## src/rtl/bin_morph_3x3.sv

```systemverilog
// Streaming 3x3 binary morphology (AND or OR reduction) over a raster-order 1-bit edge map.
// Two line buffers feed a 3x3 window; windows straddling the frame top or a line wrap are masked.
module bin_morph_3x3 #(
    parameter int unsigned IMG_W = 640,
    parameter int unsigned IMG_H = 480,
    parameter int unsigned MODE  = 0
) (
    input  logic        sys_clk,
    input  logic        sys_rst_n,
    input  logic        bin_en,
    input  logic        bin_in,
    input  logic        frame_start,
    output logic        morph_wr_en,
    output logic        morph_1bit,
    output logic [15:0] morph_data
);
    localparam int unsigned CW = (IMG_W > 1) ? $clog2(IMG_W) : 1;
    localparam int unsigned RW = (IMG_H > 1) ? $clog2(IMG_H) : 1;
    localparam logic [CW-1:0] ColLast = CW'(IMG_W - 1);
    localparam logic [RW-1:0] RowLast = RW'(IMG_H - 1);

    logic [CW-1:0] col_q, col_d, cur_col, col_s1_q;
    logic [RW-1:0] row_q, row_d, cur_row, row_s1_q;
    logic          lb1_q [IMG_W];
    logic          lb2_q [IMG_W];
    logic          lb1_rd, lb2_rd;
    // win_q[0] is the oldest column; bit 2 is the top row (row-2).
    logic [2:0]    win_q [3];
    logic          en_s1_q, wr_en_q, bit_q;
    logic          red, result;

    always_comb begin
        cur_col = frame_start ? '0 : col_q;
        cur_row = frame_start ? '0 : row_q;
        col_d   = col_q;
        row_d   = row_q;
        if (bin_en) begin
            if (cur_col == ColLast) begin
                col_d = '0;
                row_d = (cur_row == RowLast) ? '0 : cur_row + RW'(1);
            end else begin
                col_d = cur_col + CW'(1);
                row_d = cur_row;
            end
        end else if (frame_start) begin
            col_d = '0;
            row_d = '0;
        end
    end

    assign lb1_rd = lb1_q[cur_col];
    assign lb2_rd = lb2_q[cur_col];

    // Line buffers are deliberately not reset; the border mask hides stale rows.
    always_ff @(posedge sys_clk) begin
        if (bin_en) begin
            lb1_q[cur_col] <= bin_in;
            lb2_q[cur_col] <= lb1_rd;
        end
    end

    always_comb begin
        if (MODE != 0) begin
            red = |{win_q[0], win_q[1], win_q[2]};
        end else begin
            red = &{win_q[0], win_q[1], win_q[2]};
        end
        result = ((row_s1_q < RW'(2)) || (col_s1_q < CW'(2))) ? 1'b1 : red;
    end

    always_ff @(posedge sys_clk or negedge sys_rst_n) begin
        if (!sys_rst_n) begin
            col_q    <= '0;
            row_q    <= '0;
            col_s1_q <= '0;
            row_s1_q <= '0;
            win_q[0] <= '1;
            win_q[1] <= '1;
            win_q[2] <= '1;
            en_s1_q  <= 1'b0;
            wr_en_q  <= 1'b0;
            bit_q    <= 1'b0;
        end else begin
            col_q   <= col_d;
            row_q   <= row_d;
            en_s1_q <= bin_en;
            wr_en_q <= en_s1_q;
            if (bin_en) begin
                win_q[0] <= win_q[1];
                win_q[1] <= win_q[2];
                win_q[2] <= {lb2_rd, lb1_rd, bin_in};
                col_s1_q <= cur_col;
                row_s1_q <= cur_row;
            end
            if (en_s1_q) begin
                bit_q <= result;
            end
        end
    end

    assign morph_wr_en = wr_en_q;
    assign morph_1bit  = bit_q;
    assign morph_data  = {16{bit_q}};

endmodule

```

## config.mk

```make
export PLATFORM = sky130hd
export DESIGN_NAME = bin_morph_3x3
export DESIGN_NICKNAME = d
export VERILOG_FILES = /design/src/rtl/bin_morph_3x3.sv
export SDC_FILE = /design/constraint.sdc
export NUM_CORES = 2
export LEC_CHECK = 0
export BUFFER_PORTS_ARGS = -buffer_cell sky130_fd_sc_hd__buf_2
export CAP_MARGIN = 30
export CORE_UTILIZATION = 56
export CTS_BUF_LIST = sky130_fd_sc_hd__clkbuf_2 sky130_fd_sc_hd__clkbuf_4 sky130_fd_sc_hd__clkbuf_8
export DETAILED_ROUTE_END_ITERATION = 10
export PLACE_DENSITY = 0.72
export SLEW_MARGIN = 15
export SYNTH_ARGS = -nofsm -noshare
export SYNTH_HDL_FRONTEND = slang
export SYNTH_SLANG_ARGS = --single-unit
```

## constraint.sdc

```tcl
create_clock -name sys_clk -period 52.2 [get_ports sys_clk]
set_input_delay 2.61 -clock sys_clk [delete_from_list [all_inputs] [get_ports sys_clk]]
set_output_delay 2.61 -clock sys_clk [all_outputs]
set_load 0.05 [all_outputs]
```

==> out/qor.yml <==
sta:
  fmax_mhz: 129
  report.final.slew_viol_count: 0
  setup_ws_ps: 44460
  skew_ps: 50.8
  max_slew_margin: 0.185
  setup_viol: 0
  fin_setup_tns_ps: 0
  rsz0062_at_grt: "no"
  hold_violations: 0
  period_share: 0.148
  fin_crit_ps: 7740
  worst-slew-pin-transition_ps: 1220
synthesis:
  synthXorXnorAreaFrac: 0.00158
  ys_ff_latch: 1328
  synth_top_area_cell: "edfxtp_1"
  yosysUniqueCellTypes: 82
  muxShareOfSynthArea: 0.0839
  synth_top_family_by_area: "simple AND/OR/NAND/NOR gates"
  synth_seq_area_share: 0.716
  synth-compound-area-share: 0.0769
  synthesis.nets: 3887
  synth-main-ff-cell: "edfxtp_1"
  synth-edff-count: 1280
  netlist_instances: 3877
  synth_area_leaders: "edfxtp_1 69%, mux2i_1 4.7%, nor2_1 4.6%"
  yosysTopAreaCellShare: 0.694
  yosys_warnings: 0
  syn_area_per_cell_um2: 14.3
  synth_simple_gate_area_frac: 0.0902
  synthArstFlopShare: 0.0361
  netlist_area_mm2: 0.0554
  synth_fa_ha_area_frac: 0.00113
clock_network:
  cts-root-buf: "clkbuf_8"
  cts_tree: "built"
  worstSkewPairLatency_ps: 890
  ctsHoldBuffers: 0
  ctsLongestPathBuffers: 3
  clock_sinks: 1328
  cts_buffers: 200
  cts_setup_buffers: 0
  clk_pin_slew_ps: 60
  cts-resized-gates: 0
  htree_num_levels: 4
route:
  viasPerCell: 6.70
  first_iter_violations: 5763
  firstDrtPassIters: 9
  num_vias: 35500
  drc: 2
  wl_mm: 161
  drtAntennaViolNets: 0
  post_drt_wl_per_cell_um: 30.4
critical_path:
  cp_slowest_stage_delay_ps: 880
  crit_family: "buffers and inverters"
  path_max_fanout: 100
  cp.required_ps: 52710
  cp.buffers_inverters: 5
  cpMostUsedCell: "buf_4"
  worstSetupPathType: "input pin to flip-flop"
  startpoint_type: "input pin"
  path_cells: "buf_6 > and2b_4 > clkinv_8 > buf_4 > o22ai_1 > a221oi_1 > a211o_1 > a21oi_1 > o211ai_1 > o211ai_2 > a21oi_4 > buf_4 > buf_4"
  arrival_ps: 8250
  rrSetupSlack_ps: 45580
  cp_slowest_cell: "buf_4"
  end_kind: "flip-flop"
floorplan:
  ioPinCount: 23
  core_mm2: 0.0973
  die-area_mm2: 0.100
  floorplan.rows: 114
  die_width_um: 316
  fp.dieH_um: 316
  start_util: 0.569
global_routing:
  gr-total-overflow: 0
  grt_pass1_wl_mm: 232
  grt_max_degree: 245
  grt_pass1_vias: 34400
  grt_antenna_before_repair: 4
  grt.total_usage: 0.324
pwr:
  internal_power_mw: 1.65
  p_sw_frac: 0.233
  power_mw: 2.15
  vdd_drop_max_mv: 0.0216
  power_switching_uw: 501
  pwr-share-comb: 0.063
  pwr-share-seq: 0.553
  powerDensity_mw_per_mm2: 35.5
  p_leak_nw: 19.2
  clockPowerShare: 0.384
status:
  status: "complete, but fails checks"
  violations: "DRC"
cells_and_area:
  fin_nets: 3878
  final_core_util: 0.622
  drive_above_1_share: 0.155
  areaGrowthSynthToFinish_pct: 9.32
  instances_no_fill: 5306
hold_path:
  hp-class: "flip-flop to flip-flop"
flow_run:
  maxCapViolCount: 0
place:
  placed_cells: 4939
  preCtsSetupSlack_ps: 43780
  gp_congestion: 0.914
  dpl.hpwl_mm: 92.8
  port_buffers: 22
-- sequential cells by signal, indices dropped and copies added, names as in the netlist --
name,flops
morph_1bit,1
en_s1_q,1
row_s1_q,8
col_q,10
row_q,9
lb2_q,640
morph_wr_en,1
col_s1_q,9
lb1_q,640
win_q,9
-- cell usage in the layout, fill, tap and decap left out, drive strengths merged, types with 7 or more instances in the layout --
| cell type | n |
|---|---|
| edfxtp | 1280 |
| nor2 | 682 |
| clkbuf | 267 |
| mux2i | 262 |
| nand2 | 255 |
| buf | 140 |
| o21ai | 99 |
| nand3 | 96 |
| o221ai | 92 |
| mux2 | 85 |
| a221oi | 82 |
| clkinv | 82 |
| a21oi | 68 |
| o22ai | 52 |
| mux4 | 47 |
| nor2b | 42 |
| dfrtp | 39 |
| a211oi | 35 |
| a311oi | 24 |
| a31oi | 24 |
| inv | 20 |
| nor3 | 19 |
| nand4 | 19 |
| a22oi | 18 |
| o211ai | 18 |
| nand2b | 14 |
| and2 | 12 |
| a2111oi | 10 |
| dfstp | 9 |
| xnor2 | 8 |
| and3 | 8 |
| a22o | 8 |
| or2 | 7 |
| nor4 | 7 |
-- cell usage after synthesis, types with 34 or more instances --
cell type  number
a221oi_1       82
a21oi_1        68
nor2b_1        42
a211oi_1       34
edfxtp_1     1280
nand3_1        96
dfrtp_1        39
buf_1          35
mux2i_1       262
nor2_1        682
buf_2          89
o221ai_1       92
nand2_1       255
mux2_2         85
buf_4          40
o22ai_1        52
o21ai_0        99
clkbuf_1      182
mux4_2         44
-- logic make-up after synthesis --
family,count (synthesis)
XOR/XNOR,10
flip-flops,1328
buffers and inverters,365
AND/OR/NAND/NOR,1189
AO/OA/AOI/OAI,586
adder cells (fa/ha/maj),5
multiplexers,394
-- power by group through the flow --
stage	combinational [mW]	sequential, mW	clock (mW)
after floorplan	0.0811	1.23	0
after global placement	0.128	1.21	0
after detailed placement	0.131	1.21	0
after CTS	0.132	1.19	0.829
after global routing	0.141	1.19	0.873
final	0.136	1.19	0.827
-- metal layers --
layer,vias up,part of all wire,global-route usage
met5,-,0.00017,0
met3,528,0.13,0.0848
met4,4,0.057,0.168
met2,2750,0.45,0.490
li1,14800,-,-
met1,17400,0.36,0.434
-- layout make-up --
type,instances,area [um^2]
Sequential cell,1328,39700
Tap cell,1276,1600
Inverter,14,66.3
Timing Repair Buffer,140,1210
Clock buffer,267,3270
Fill cell,7167,36700
Antenna cell,3,7.51
Clock inverter,94,549
Multi-Input combinational cell,2184,14200
-- path summary, 6_finish.rpt --
path / start / end / cells past startpoint
setup reg to reg: col_q[0] / lb2_q[204] / 13
hold / removal: en_s1_q / morph_wr_en / 0
setup / recovery: frame_start / lb2_q[204] / 13
hold reg to reg: en_s1_q / morph_wr_en / 0
min in group asynchronous: sys_rst_n / morph_wr_en / 2
max in group asynchronous: sys_rst_n / col_q[0] / 2
-- stage by stage --
stage | instance area, um^2 | hold slack, ps
after detailed placement | 56700 | 386
after floorplan | 55400 | 375
after global routing | 60500 | 407
after CTS | 60500 | 399
after global placement | 56500 | 384
final | 60500 | 396
Power figures use the tool's default switching activity.
